**config.mk**
```make
export PLATFORM = sky130hd
export DESIGN_NAME = bfs_dst_write_arbiter
export DESIGN_NICKNAME = d
export VERILOG_FILES = /design/src/rtl/bfs_dst_write_arbiter_pkg.sv /design/src/rtl/bfs_dst_write_arbiter_lane_fifo.sv /design/src/rtl/bfs_dst_write_arbiter.sv
export SDC_FILE = /design/constraint.sdc
export NUM_CORES = 2
export LEC_CHECK = 0
export CORE_ASPECT_RATIO = 1.4
export CORE_MARGIN = 2
export CORE_UTILIZATION = 50
export CTS_BUF_LIST = sky130_fd_sc_hd__clkbuf_8
export CTS_CLUSTER_DIAMETER = 40
export CTS_CLUSTER_SIZE = 16
export DETAILED_ROUTE_END_ITERATION = 12
export PLACE_DENSITY_LB_ADDON = 0.1
export SLEW_MARGIN = 5
export SYNTH_ARGS = -nofsm -noshare
export SYNTH_HDL_FRONTEND = slang
export SYNTH_SLANG_ARGS = --single-unit
```
**constraint.sdc**
```tcl
create_clock -name clk -period 11.67 [get_ports clk]
set_input_delay 3.501 -clock clk [delete_from_list [all_inputs] [get_ports clk]]
set_output_delay 3.501 -clock clk [all_outputs]
set_load 0.005 [all_outputs]
```
**src/rtl/bfs_dst_write_arbiter_pkg.sv**
```systemverilog
// Shared sizing and the per-lane FIFO entry layout for the BFS destination
// write arbiter.
package bfs_dst_write_arbiter_pkg;

  localparam int LANE_NUM           = 4;
  localparam int DST_ID_DWIDTH      = 16;
  localparam int MASK_WIDTH         = 16;
  localparam int VERTEX_BRAM_DWIDTH = 32;
  localparam int FIFO_DEPTH         = 8;
  localparam int AF_MARGIN          = 2;

  typedef struct packed {
    logic [DST_ID_DWIDTH-1:0]      dst_id;
    logic [MASK_WIDTH-1:0]         mask;
    logic [VERTEX_BRAM_DWIDTH-1:0] data;
  } lane_entry_t;

  localparam int ENTRY_W = $bits(lane_entry_t);

endpackage

```
**src/rtl/bfs_dst_write_arbiter_lane_fifo.sv**
```systemverilog
// Per-lane synchronous FIFO; a push into a full FIFO is taken only when the
// same cycle also pops.
module bfs_lane_fifo #(
  parameter int WIDTH = 64,
  parameter int DEPTH = 8
) (
  input  logic                     clk,
  input  logic                     rst,
  input  logic                     push_i,
  input  logic                     pop_i,
  input  logic [WIDTH-1:0]         din_i,
  output logic [WIDTH-1:0]         dout_o,
  output logic [$clog2(DEPTH):0]   count_o,
  output logic                     full_o,
  output logic                     empty_o
);
  localparam int AW = $clog2(DEPTH);
  localparam int CW = AW + 1;

  logic [WIDTH-1:0] mem_q [DEPTH];
  logic [AW-1:0]    wp_q, rp_q;
  logic [CW-1:0]    cnt_q;
  logic             wr_en, rd_en;

  assign full_o  = (cnt_q == CW'(DEPTH));
  assign empty_o = (cnt_q == '0);
  assign count_o = cnt_q;
  assign dout_o  = mem_q[rp_q];
  assign wr_en   = push_i && (!full_o || pop_i);
  assign rd_en   = pop_i && !empty_o;

  always_ff @(posedge clk or posedge rst) begin
    if (rst) begin
      wp_q  <= '0;
      rp_q  <= '0;
      cnt_q <= '0;
    end else begin
      if (wr_en) wp_q <= wp_q + 1'b1;
      if (rd_en) rp_q <= rp_q + 1'b1;
      cnt_q <= cnt_q + CW'(wr_en) - CW'(rd_en);
    end
  end

  // Storage needs no reset: the pointers define which slots are live.
  always_ff @(posedge clk) begin
    if (wr_en) mem_q[wp_q] <= din_i;
  end

endmodule

```
**src/rtl/bfs_dst_write_arbiter.sv**
```systemverilog
// Buffers four lanes of BFS level updates and round-robins them onto the
// single vertex-BRAM write port through a valid/ready output register.
module bfs_dst_write_arbiter
  import bfs_dst_write_arbiter_pkg::*;
(
  input  logic                                   clk,
  input  logic                                   rst,
  input  logic [LANE_NUM*DST_ID_DWIDTH-1:0]      in_dst_id,
  input  logic [LANE_NUM*MASK_WIDTH-1:0]         in_mask,
  input  logic [LANE_NUM*VERTEX_BRAM_DWIDTH-1:0] in_data,
  input  logic [LANE_NUM-1:0]                    in_valid,
  output logic [LANE_NUM-1:0]                    lane_af,
  output logic [DST_ID_DWIDTH-1:0]               wr_addr,
  output logic [MASK_WIDTH-1:0]                  wr_mask,
  output logic [VERTEX_BRAM_DWIDTH-1:0]          wr_data,
  output logic                                   wr_valid,
  input  logic                                   wr_ready,
  input  logic                                   clr_ovf,
  output logic [LANE_NUM-1:0]                    ovf,
  output logic [31:0]                            wr_count,
  output logic                                   idle
);
  localparam int CW = $clog2(FIFO_DEPTH) + 1;
  localparam int PW = $clog2(LANE_NUM);

  logic [LANE_NUM-1:0]          push, pop, full, empty, ovf_set;
  logic [LANE_NUM-1:0][CW-1:0]  count;
  lane_entry_t [LANE_NUM-1:0]   head;
  logic [PW-1:0]                rr_q, rr_d, grant;
  logic                         any_ne, load_en;
  lane_entry_t                  out_q, out_d;
  logic                         wr_valid_q, wr_valid_d;
  logic [LANE_NUM-1:0]          ovf_q, ovf_d, af_q, af_d;
  logic [31:0]                  cnt_q, cnt_d;

  for (genvar i = 0; i < LANE_NUM; i++) begin : g_lane
    lane_entry_t din;
    assign din = {in_dst_id[i*DST_ID_DWIDTH +: DST_ID_DWIDTH],
                  in_mask[i*MASK_WIDTH +: MASK_WIDTH],
                  in_data[i*VERTEX_BRAM_DWIDTH +: VERTEX_BRAM_DWIDTH]};
    // An all-zero mask writes nothing, so it is never buffered.
    assign push[i] = in_valid[i] && (|in_mask[i*MASK_WIDTH +: MASK_WIDTH]);

    bfs_lane_fifo #(.WIDTH(ENTRY_W), .DEPTH(FIFO_DEPTH)) u_fifo (
      .clk     (clk),
      .rst     (rst),
      .push_i  (push[i]),
      .pop_i   (pop[i]),
      .din_i   (din),
      .dout_o  (head[i]),
      .count_o (count[i]),
      .full_o  (full[i]),
      .empty_o (empty[i])
    );
  end

  // Scan downward so the lane closest to rr_q is the last (winning) match.
  always_comb begin
    grant  = rr_q;
    any_ne = 1'b0;
    for (int k = LANE_NUM - 1; k >= 0; k--) begin
      if (!empty[rr_q + PW'(k)]) begin
        grant  = rr_q + PW'(k);
        any_ne = 1'b1;
      end
    end
  end

  assign load_en = !wr_valid_q || wr_ready;
  assign ovf_set = push & full & ~pop;

  always_comb begin
    pop        = '0;
    rr_d       = rr_q;
    out_d      = out_q;
    wr_valid_d = wr_valid_q;
    if (load_en) begin
      wr_valid_d = any_ne;
      if (any_ne) begin
        pop[grant] = 1'b1;
        out_d      = head[grant];
        rr_d       = grant + 1'b1;
      end
    end
    cnt_d = cnt_q + 32'(wr_valid_q && wr_ready);
    ovf_d = (ovf_q & ~{LANE_NUM{clr_ovf}}) | ovf_set;
    for (int i = 0; i < LANE_NUM; i++) begin
      af_d[i] = (count[i] >= CW'(FIFO_DEPTH - AF_MARGIN));
    end
  end

  always_ff @(posedge clk or posedge rst) begin
    if (rst) begin
      rr_q       <= '0;
      out_q      <= '0;
      wr_valid_q <= 1'b0;
      ovf_q      <= '0;
      af_q       <= '0;
      cnt_q      <= '0;
    end else begin
      rr_q       <= rr_d;
      out_q      <= out_d;
      wr_valid_q <= wr_valid_d;
      ovf_q      <= ovf_d;
      af_q       <= af_d;
      cnt_q      <= cnt_d;
    end
  end

  assign wr_addr  = out_q.dst_id;
  assign wr_mask  = out_q.mask;
  assign wr_data  = out_q.data;
  assign wr_valid = wr_valid_q;
  assign ovf      = ovf_q;
  assign lane_af  = af_q;
  assign wr_count = cnt_q;
  assign idle     = (&empty) && !wr_valid_q;

endmodule

```
==> results.yml <==
min_path:
  worstHoldPathCells: 1
  hold_class: "reg2reg"
clocking:
  cts_resized: 0
  cts_root_buf: "clkbuf_8"
  htree_levels: 4
  clk_pin_slew_ps: 90
  cts.sinks: 2195
  clk_path_buf_depth: 3
  cts_tree: "done"
  clk_latency_ps: 990
  hold_buffers: 0
  cts_setup_buffers: 0
  cts_buffers: 213
setup_path:
  startpoint: "wr_ready"
  reg2reg_depth: 10
  critPathRequiredTime_ps: 12260
  cp_num_cells: 7
  worst-endpoint-arrival_ps: 7510
  critical_path.top_delay_family: "simple AND/OR/NAND/NOR gates"
  rr_endpoint: "g_lane[2].u_fifo.mem_q[6][61]$_DFFE_PP_"
  endpoint_kind: "register"
  critical_path_buf_inv_count: 2
  critPathSlowestCell: "o41ai_2"
  cpPeakStageDelay_ps: 950
  path_class: "in2reg"
  rr_startpoint: "g_lane[1].u_fifo.count_o[2]$_DFF_PP0_"
  crit_chain: "clkdlybuf4s50_1 -> nand2b_1 -> nand2_4 -> o41ai_2 -> nand3_1 -> nor2_4 -> buf_4"
  crit_end: "g_lane[2].u_fifo.mem_q[6][61]$_DFFE_PP_"
  worstPathMaxFanout: 40
  setup.worst_path.start_class: "primary input"
  rrSetupSlack_ps: 6580
detailed_routing:
  wl_per_cell_microns: 30.60
  drc: 0
  vias: 40020
  drt_iter0_drc: 3653
  dr.pass1.iters: 5
  routed_via_density: 5.916
  antenna_left: 0
  wl_microns: 207000
die:
  die_area_sq_mm: 0.1738
  core_area_sq_mm: 0.1695
  io_pins: 370
  fp.dieW_microns: 352.9
  start_util: 0.5026
  rows: 179
  die_y_microns: 492.5
global_routing:
  grt_pass1_vias: 41050
  grt-ovfl-total: 0
  gr-usage-all-layers: 0.2396
  grt_max_degree: 106
  grt_pass1_wl_microns: 296400
  antenna_found_initial: 66
yosys:
  synthArstFlopShare: 0.06697
  synth.top_cell.area_share: 0.7218
  yosysMostFrequentCell: "edfxtp_1"
  yosysTopAreaCell: "edfxtp_1"
  synthesis.area_sq_mm: 0.08521
  yosysWarnings: 0
  seq_area_frac_synth: 0.7649
  synthTopCellsByCount: "edfxtp_1, mux4_2, mux2i_1"
  synth.ff_latch_count: 2195
  synth.distinct_cells: 57
  synth_edf_count: 2048
  syn_area_per_cell_sq_um: 22.28
  synth_nets: 4131
  ys.flop_type: "edfxtp_1"
  synthCells: 3825
  ys_top_cells_by_area: "edfxtp_1, mux4_2, dfrtp_1"
sta:
  worstMarginPinSlew_ps: 1268
  hold_viol: 0
  max_freq_ghz: 0.1447
  setup_tns_ps: 0
  maxSlewHeadroom: 0.1498
  fin_skew_ps: 55.46
  fin_crit_ps: 6913
  drv_slew: 0
  grt_setup_unrepaired: "no"
  setup_viol: 0
  finalCritPeriodShare: 0.5924
  holdWs_ps: 488.7
final_layout:
  layout-drive-gt1-share: 0.2436
  nets: 4603
  final_core_util: 0.5709
  areaGrowthSynthToFinish_pct: 13.60
place:
  gp_congestion: 0.7733
  place_hpwl_microns: 128600
  io_buffers: 369
job:
  maxCapViolations: 0
power:
  p_leak_uw: 0.03148
  max-vdd-ir-drop_mv: 0.3225
  pwr_density_cell_mw_per_mm2: 248.2
status:
  outcome: "finished, final reports clean"
==> cell type report <==
class                   instances  area, sq um
fillers                     12730        72750
flip-flops and latches       2195        65220
well taps                    2262         2830
clock inverters               178         1871
diodes                         20        50.05
clock buffers                 223         3069
multi-input cells            1389        19220
inverters                      42        162.7
repair buffers                456         4372
==> per-stage QoR <==
step / setup slack (ps) / cell area [sq um] / power [uW] / instances
3_5_place_dp: 3661 / 91800 / 19110 / 6344
5_1_grt: 4615 / 96750 / 25120 / 6748
6_report: 4757 / 96790 / 24030 / 6765
4_1_cts: 4634 / 96740 / 24390 / 6745
3_3_place_gp: 3693 / 91800 / 19020 / 6344
2_1_floorplan: 339.9 / 85210 / 15860 / 3825
==> cells by family after synthesis <==
logic type / Yosys count / share of synthesized area
DFF: 2195 / 0.7649
adders and majority gates: 42 / 0.006520
AOI/OAI and AO/OA: 228 / 0.02436
and+or+nand+nor: 288 / 0.01975
xor gates and xnor gates: 55 / 0.005653
muxes: 776 / 0.1665
buffers and inverters: 241 / 0.01229
==> routing by layer <==
| layer | part of all wire | global-route usage |
|---|---|---|
| met1 | 0.40 | 0.3223 |
| met2 | 0.48 | 0.3754 |
| met3 | 0.087 | 0.07978 |
| met4 | 0.025 | 0.07027 |
| met5 | 0.0024 | 0 |
==> how the worst min path moves through the flow <==
stage                                                from  slack, ps                endpoint
global route                       wr_count[31]$_DFF_PP0_        520  wr_count[31]$_DFF_PP0_
floorplan           g_lane[0].u_fifo.count_o[3]$_DFF_PP0_        460    lane_af[0]$_DFF_PP0_
CTS                                wr_count[31]$_DFF_PP0_        480  wr_count[31]$_DFF_PP0_
finish                             wr_count[31]$_DFF_PP0_        490  wr_count[31]$_DFF_PP0_
global placement                   wr_count[31]$_DFF_PP0_        460  wr_count[31]$_DFF_PP0_
detailed placement                 wr_count[31]$_DFF_PP0_        460  wr_count[31]$_DFF_PP0_
==> cell usage in the layout (no fill, tap or decap), types with 16 or more instances in the layout <==
cell type        instances
mux4_2                 512
clkdlybuf4s50_1        369
and3_1                  74
clkinv_2                16
a21oi_1                 68
diode_2                 20
clkinv_1                20
dfrtp_1                135
edfxtp_1              2048
ha_1                    38
a221o_1                 64
a211oi_2                65
nor2b_1                 64
nor4_1                  19
nand3_1                 21
clkbuf_8               223
clkinvlp_4              23
buf_4                   85
inv_1                   61
nor2_4                  18
mux2i_1                256
inv_6                   33
xnor2_1                 37
bufinv_16               22
xor2_1                  18
inv_8                   20
nand2_1                 27
==> sequential cells by signal, summed over array words and instances (netlist names), 12 cells and up <==
register,flops
g_lane.u_fifo.count_o,16
g_lane.u_fifo.mem_q,2048
g_lane.u_fifo.rp_q,12
g_lane.u_fifo.wp_q,12
wr_addr,16
wr_count,32
wr_data,32
wr_mask,16
==> power breakdown <==
group | leakage [uW] | internal, uW | switching, uW
Clock | 0.00252 | 2410 | 2890
Combinational | 0.00856 | 3380 | 4660
Sequential | 0.0204 | 9960 | 722
Total | 0.0315 | 15800 | 8280
==> worst reg2reg max path, stage by stage, from the launching register on <==
cell and delay (ps):
dfrtp_1 400, inv_1 110, ha_1 200, or3b_2 470
a211oi_1 310, nor4_2 110, buf_4 170, o41ai_2 860
nand3_1 470, nor2_4 860, buf_4 750
Power figures use the tool's default switching activity.
